===== src/rtl/sample_burst_tx.sv =====
// Burst transmitter: small FIFO feeding a valid/ready consumer; counts transfers up to BURST_LEN.
// Optional underrun counter enabled by defining SAMPLE_BURST_TX_UNDERRUN_CNT_EN.
module sample_burst_tx #(
  parameter int DATA_W     = 16,
  parameter int FIFO_DEPTH = 4,
  parameter int CNT_W      = 10,
  parameter int BURST_LEN  = 1000
) (
  input  logic              clk,
  input  logic              n_rst,
  input  logic              start,
  input  logic              abort,
  input  logic              wr_en,
  input  logic [DATA_W-1:0] wr_data,
  output logic              fifo_full,
  output logic              tx_valid,
  output logic [DATA_W-1:0] tx_data,
  input  logic              tx_ready,
  output logic              busy,
  output logic              burst_done,
  output logic [CNT_W-1:0]  sent_count,
`ifdef SAMPLE_BURST_TX_UNDERRUN_CNT_EN
  output logic [7:0]        underrun_cnt,
`endif
  output logic [1:0]        state_dbg
);

  localparam int AW = $clog2(FIFO_DEPTH);
  localparam int PW = AW + 1;

  typedef enum logic [1:0] {S_IDLE = 2'd0, S_STREAM = 2'd1, S_DONE = 2'd2} state_t;

  state_t             state_q, state_d;
  logic [PW-1:0]      wr_ptr_q, wr_ptr_d, rd_ptr_q, rd_ptr_d;
  logic [DATA_W-1:0]  mem_q [FIFO_DEPTH];
  logic [DATA_W-1:0]  mem_d [FIFO_DEPTH];
  logic [CNT_W-1:0]   cnt_q, cnt_d;
  logic [PW-1:0]      occ;
  logic               fifo_empty, full, push, pop;

  // Handshake: a sample transfers on a rising edge where tx_valid && tx_ready;
  // once raised, tx_valid/tx_data hold until that transfer (abort excepted).
  assign occ        = wr_ptr_q - rd_ptr_q;
  assign fifo_empty = (occ == '0);
  assign full       = (occ == PW'(FIFO_DEPTH));
  assign push       = wr_en && !full && !abort;
  assign pop        = tx_valid && tx_ready && !abort;

  always_ff @(posedge clk or negedge n_rst) begin
    if (!n_rst) begin
      state_q  <= S_IDLE;
      wr_ptr_q <= '0;
      rd_ptr_q <= '0;
      cnt_q    <= '0;
      for (int i = 0; i < FIFO_DEPTH; i++) mem_q[i] <= '0;
    end else begin
      state_q  <= state_d;
      wr_ptr_q <= wr_ptr_d;
      rd_ptr_q <= rd_ptr_d;
      cnt_q    <= cnt_d;
      for (int i = 0; i < FIFO_DEPTH; i++) mem_q[i] <= mem_d[i];
    end
  end

  always_comb begin
    state_d = state_q;
    if (abort) begin
      state_d = S_IDLE;
    end else begin
      case (state_q)
        S_IDLE:   if (start) state_d = S_STREAM;
        S_STREAM: if (pop && (cnt_q == CNT_W'(BURST_LEN - 1))) state_d = S_DONE;
        S_DONE:   state_d = S_IDLE;
        default:  state_d = S_IDLE;
      endcase
    end
  end

  always_comb begin
    busy       = (state_q == S_STREAM);
    burst_done = (state_q == S_DONE);
    tx_valid   = (state_q == S_STREAM) && !fifo_empty;
    tx_data    = fifo_empty ? '0 : mem_q[rd_ptr_q[AW-1:0]];
    fifo_full  = full;
    sent_count = cnt_q;
    state_dbg  = state_q;
  end

  // Abort flushes by resetting both pointers; stale storage is never read.
  always_comb begin
    wr_ptr_d = wr_ptr_q;
    rd_ptr_d = rd_ptr_q;
    cnt_d    = cnt_q;
    for (int i = 0; i < FIFO_DEPTH; i++) mem_d[i] = mem_q[i];
    if (abort) begin
      wr_ptr_d = '0;
      rd_ptr_d = '0;
      cnt_d    = '0;
    end else begin
      if (push) begin
        mem_d[wr_ptr_q[AW-1:0]] = wr_data;
        wr_ptr_d = wr_ptr_q + 1'b1;
      end
      if (pop) rd_ptr_d = rd_ptr_q + 1'b1;
      if ((state_q == S_IDLE) && start) cnt_d = '0;
      else if (pop)                     cnt_d = cnt_q + 1'b1;
    end
  end

`ifdef SAMPLE_BURST_TX_UNDERRUN_CNT_EN
  logic [7:0] urun_q, urun_d;

  always_comb begin
    urun_d = urun_q;
    if (abort || ((state_q == S_IDLE) && start)) urun_d = '0;
    else if ((state_q == S_STREAM) && fifo_empty && (urun_q != 8'hFF)) urun_d = urun_q + 8'd1;
  end

  always_ff @(posedge clk or negedge n_rst) begin
    if (!n_rst) urun_q <= '0;
    else        urun_q <= urun_d;
  end

  assign underrun_cnt = urun_q;
`endif

endmodule


===== config.mk =====
export PLATFORM = sky130hd
export DESIGN_NAME = sample_burst_tx
export DESIGN_NICKNAME = d
export VERILOG_FILES = /design/src/rtl/sample_burst_tx.sv
export SDC_FILE = /design/constraint.sdc
export NUM_CORES = 1
export LEC_CHECK = 0
export CORE_MARGIN = 5
export CORE_UTILIZATION = 30
export CTS_CLUSTER_DIAMETER = 100
export DETAILED_ROUTE_END_ITERATION = 8
export MAX_ROUTING_LAYER = met4
export PLACE_DENSITY = 0.59
export SYNTH_ARGS = -nofsm -noshare
export SYNTH_HDL_FRONTEND = slang
export SYNTH_SLANG_ARGS = --single-unit

===== constraint.sdc =====
create_clock -name clk -period 5.9 [get_ports clk]
set_clock_uncertainty 0.2 [all_clocks]
set_input_delay 1.18 -clock clk [delete_from_list [all_inputs] [get_ports clk]]
set_output_delay 1.18 -clock clk [all_outputs]
set_load 0.05 [all_outputs]

---- After elaboration in Yosys (flattened, before gate mapping) ----
Cells that the tools add are included.
cells by class
  add/subtract/negate cells ............... 4
  $lt $le $gt $ge ......................... 3
  equal/unequal tests ..................... 6
  multiplexer cells ....................... 18
  bitwise operators ....................... 3
  reductions and logical operators ........ 18
operators with widths
  cell                   count
  $bwmux 64              1
  $mux 16                4
  $bmux 16 s2            1
  $demux 16 s2           1
  $mux 10                3
  $mux 3                 4
  $add 10x1->10 const B  1
  $eq 10x10->1 const B   1
  $logic_and 1x1->1      8
  $add 3x1->3 const B    2
  $ge 3x3->1 const B     2
  $mux 2                 3
  $not 2->3              2
  $pmux 2 s2             1
  $reduce_and 2->1       2
  $reduce_bool 2->1      2
  $eq 3x3->1 const B     1
  $logic_not 1->1        3
  $logic_not 3->1        1
  $lt 3x1->1 const B     1
  $ne 3x2->1 const B     1
  $ne 3x3->1 const B     1
  $reduce_bool 3->1      1
  $sub 3x3->3            1
  other kinds (4)        4
storage, ports and cells
  register bits after elaboration ......... 82
  input port bits ......................... 22

---- Depth between registers and ports, before layout ----
  word-level depth ........................ 10
  gate-level depth with buffers ........... 10
  depth with buffers taken out ............ 6

---- Worst setup path after synthesis ----
No wires, ideal clock.
  kind .................................... reg2out
  from .................................... register rd_ptr_q[1]
  to ...................................... output port tx_data[10]
  arrival ................................. 2.948 ns
  required time ........................... 4.520 ns
  setup slack ............................. 1.572 ns
  cell stages (with the launch flop) ...... 11
  cells stage by stage .................... dfrtp_1 > clkbuf_1 > buf_1 > inv_1 > ha_1 > nor2b_1 > xor2_2 > buf_6 > nor2_1 > clkbuf_1 > nor2b_1
between the ends
  cells in the longest elaborated chain, start to end .. 5
  elaborated cells between the ends (all ways) .. 7
ends and longest elaborated chain
  what                                                                 line  text
  start: declaration                                                   34    logic [PW-1:0] wr_ptr_q, wr_ptr_d, rd_ptr_q, rd_ptr_d;
  start signal: assignment                                             59    rd_ptr_q <= rd_ptr_d;
  parallel branches: the longest is 4 deep, another holds $sub 3x3->3  -
  $mux 16 (*)                                                          83    tx_data = fifo_empty ? '0 : mem_q[rd_ptr_q[AW-1:0]];
  end: declaration                                                     17    output logic [DATA_W-1:0] tx_data,
Every way passes the cells marked *. The select of a mux whose other input is x is not followed.

---- Worst setup path in the final report ----
  from .................................... register wr_ptr_q[0]
  to ...................................... output port tx_data[5]
between the ends
  cells in the longest elaborated chain, start to end .. 3
ends and longest elaborated chain
  what                      line  text
  start: declaration        34
  start signal: assignment  58    wr_ptr_q <= wr_ptr_d;
  $sub 3x3->3               43    assign occ = wr_ptr_q - rd_ptr_q;
  $logic_not 3->1           44    assign fifo_empty = (occ == '0);
  $mux 16                   83
Every way passes these cells.

==> results.json <==
{
  "yosysTopAreaCell": "dfrtp_1",
  "cts_root_buf": "clkbuf_16",
  "p_leak_nw": 2.21,
  "portBuffers": 53,
  "cts_buffers": 9,
  "grt_use_total_pct": 12.1,
  "setup_viol": 0,
  "holdWs_ns": 0.301,
  "reg2reg_from": "wr_ptr_q[0]",
  "peakVddDrop_v": 0.000158,
  "final.setup.tns_ns": 0,
  "startpoint_type": "register",
  "met2_length_um": 4320,
  "syn_avg_cell_area_um2": 13.6,
  "antenna_found_initial": 0,
  "viasPerCell": 4.89,
  "synth_top_area_share_pct": 48.7,
  "final.period_utilization_pct": 77.2,
  "routabilityCongestion": 0.811,
  "clk_pin_slew_worst_paths_ns": 0.06,
  "status": "complete, no violations",
  "worstRegToRegCells": 7,
  "grt_overflow_total": 0,
  "crit_type": "register to output pin",
  "final_common_cell": "dfrtp_1",
  "power.total_mw": 1.96,
  "ios": 54,
  "grt_max_degree": 83,
  "synthTopCellsByArea": "dfrtp_1 (49%), mux2_2 (13%), mux4_2 (8.5%)",
  "hold_path_class": "register to register",
  "slowest_delay_ns": 0.69,
  "most-common-layout-cells": "dfrtp_1 (82), clkdlybuf4s50_1 (52), mux2_2 (48)",
  "synth_edf_count": 0,
  "cts_hold_buf": 0,
  "numClockSinks": 82,
  "die_h_um": 129,
  "wl_um": 9360,
  "cap_violations": 0,
  "report.final.slew_viol_count": 0,
  "power_frac_seq_pct": 40.4,
  "num_vias": 2696,
  "crit_path_max_fanout": 11,
  "intPower_mw": 1.39,
  "synth_cell_types": 42,
  "rsz0062_at_grt": "false",
  "antennaDiodeCount": 0,
  "ant_nets": 0,
  "nets": 396,
  "synth-main-ff-cell": "dfrtp_1",
  "critical_path.cell_chain": "inv_1, ha_1, nor2b_1, xor2_2, nor2_1, buf_4, and2b_1, clkdlybuf4s50_1",
  "place_area_um2": 4950,
  "firstDrtPassIters": 4,
  "synth_cells": 309,
  "hpwl_um": 6210,
  "dieWidth_um": 129,
  "design.die.area_um2": 16500,
  "ys_seq_area_share_pct": 48.7,
  "critPathLaunch": "wr_ptr_q[0]",
  "drive_gt1_share_pct": 31.0,
  "period_needed_ns": 4.55,
  "cts_tree": "done",
  "wl_met3_um": 413,
  "crit_slowest_cell": "clkdlybuf4s50_1",
  "fin_util_pct": 38.2,
  "initial_utilization_pct": 30.5,
  "wl_met1_um": 4520,
  "syn_area_um2": 4220,
  "drt_iter0_drc": 234,
  "netSwitchingFraction_pct": 28.9,
  "post_cts_buffers": 0,
  "hold_viol": 0,
  "ctsResizeCount": 0,
  "core_um2": 13800,
  "relSlewSlack_pct": 22.1,
  "p_switching_mw": 0.565,
  "clk_latency_ns": 0.34,
  "worst_pin_slew_ns": 1.17,
  "nFillCells": 1289,
  "cp-end-kind": "output pin",
  "yosysWarnings": 0,
  "crit_arrival_ns": 3.17,
  "area.growth.synth_to_final_pct": 25.1,
  "top_layer_used": "met4",
  "hold_path_depth": 1,
  "std_cell_rows": 43,
  "power_density_nw_per_um2": 371,
  "fmax_ghz": 0.220,
  "clkPwrFrac_pct": 30.8,
  "synthArstFlopShare_pct": 100,
  "min-delay-start": "mem_q[28]",
  "cp.required_ns": 4.52,
  "final_cell_area_um2": 5280,
  "grt_pass1_vias": 2775,
  "wl_per_cell_um": 17.0,
  "synth-seq-cells": 82,
  "syn-num-nets": 339,
  "drc": 0,
  "p_comb_share_pct": 28.8,
  "ctsHtreeMaxLevel": 3,
  "clock_path_buffers": 2,
  "grt_pass1_wl_um": 15100
}
-- critical path: cells and delay by family, from the launching register on --
kind / cells / cell delay [ns]
XOR/XNOR: 1 / 0.13
flip-flops: 1 / 0.43
adder cells (fa/ha/maj): 1 / 0.17
buffers and inverters: 3 / 1.14
AND/OR/NAND/NOR: 3 / 0.97
-- worst paths after layout --
kind                         endpoint  slack, ns
setup / recovery           tx_data[5]       1.35
hold / removal              mem_q[28]       0.30
setup reg to reg             mem_q[8]       2.74
hold reg to reg             mem_q[28]       0.30
max in group asynchronous    mem_q[8]       4.02
min in group asynchronous   mem_q[58]       0.82
-- area by class of cell --
cell class	instances	area (um^2)	share of cell area, %
multi-input cells	205	2060	39.1
repair buffers	61	588	11.1
well taps	180	225	4.27
clock buffers	11	243	4.60
flip-flops and latches	82	2050	38.9
clock inverters	5	77.6	1.47
inverters	7	26.3	0.498
-- cell families after synthesis --
| kind of cell | after synthesis | share of synthesized area, % |
|---|---|---|
| flops | 82 | 48.7 |
| fa+ha+maj | 8 | 2.37 |
| buf+inv | 22 | 2.76 |
| simple gates | 77 | 9.82 |
| compound gates | 24 | 4.78 |
| mux | 93 | 30.6 |
| xor+xnor | 3 | 0.979 |
-- per-stage QoR --
| stage | setup slack [ns] | instances |
|---|---|---|
| 6_report | 1.35 | 551 |
| 5_1_grt | 1.13 | 551 |
| 4_1_cts | 1.30 | 551 |
| 3_5_place_dp | 1.68 | 535 |
| 3_3_place_gp | 1.79 | 535 |
| 2_1_floorplan | 1.57 | 309 |
-- cell usage after synthesis, drive strengths merged (2+ instances only) --
cell type  count
nor4           2
nand4          3
nor2           9
o41ai          2
a211oi         5
xor2           2
nand3          4
or3            8
dfrtp         82
and3           3
buf           10
o21ai          4
nor2b         20
ha             8
nor3           3
mux2          68
clkbuf         5
mux4          16
nand2         18
inv            7
mux2i          9
o2111ai        2
a21oi          6
-- per-layer routing --
metal / up-vias / track usage (%)
met1: 1392 / 16.2
met2: 51 / 18.2
met4: 0 / 3.52
li1: 1240 / -
met5: - / -
met3: 13 / 3.20
-- power groups by stage --
stage / logic [mW] / clock network (mW) / registers [mW]
floorplan: 0.422 / 0 / 0.777
global placement: 0.560 / 0 / 0.789
finish: 0.563 / 0.602 / 0.791
detailed placement: 0.571 / 0 / 0.799
global route: 0.604 / 0.633 / 0.810
CTS: 0.572 / 0.615 / 0.792
-- sequential cells by signal, indices dropped and copies added (netlist names) --
register,count
mem_q,64
sent_count,10
state_dbg,2
wr_ptr_q,3
rd_ptr_q,3
No activity file was read; power rests on OpenSTA's default activity.
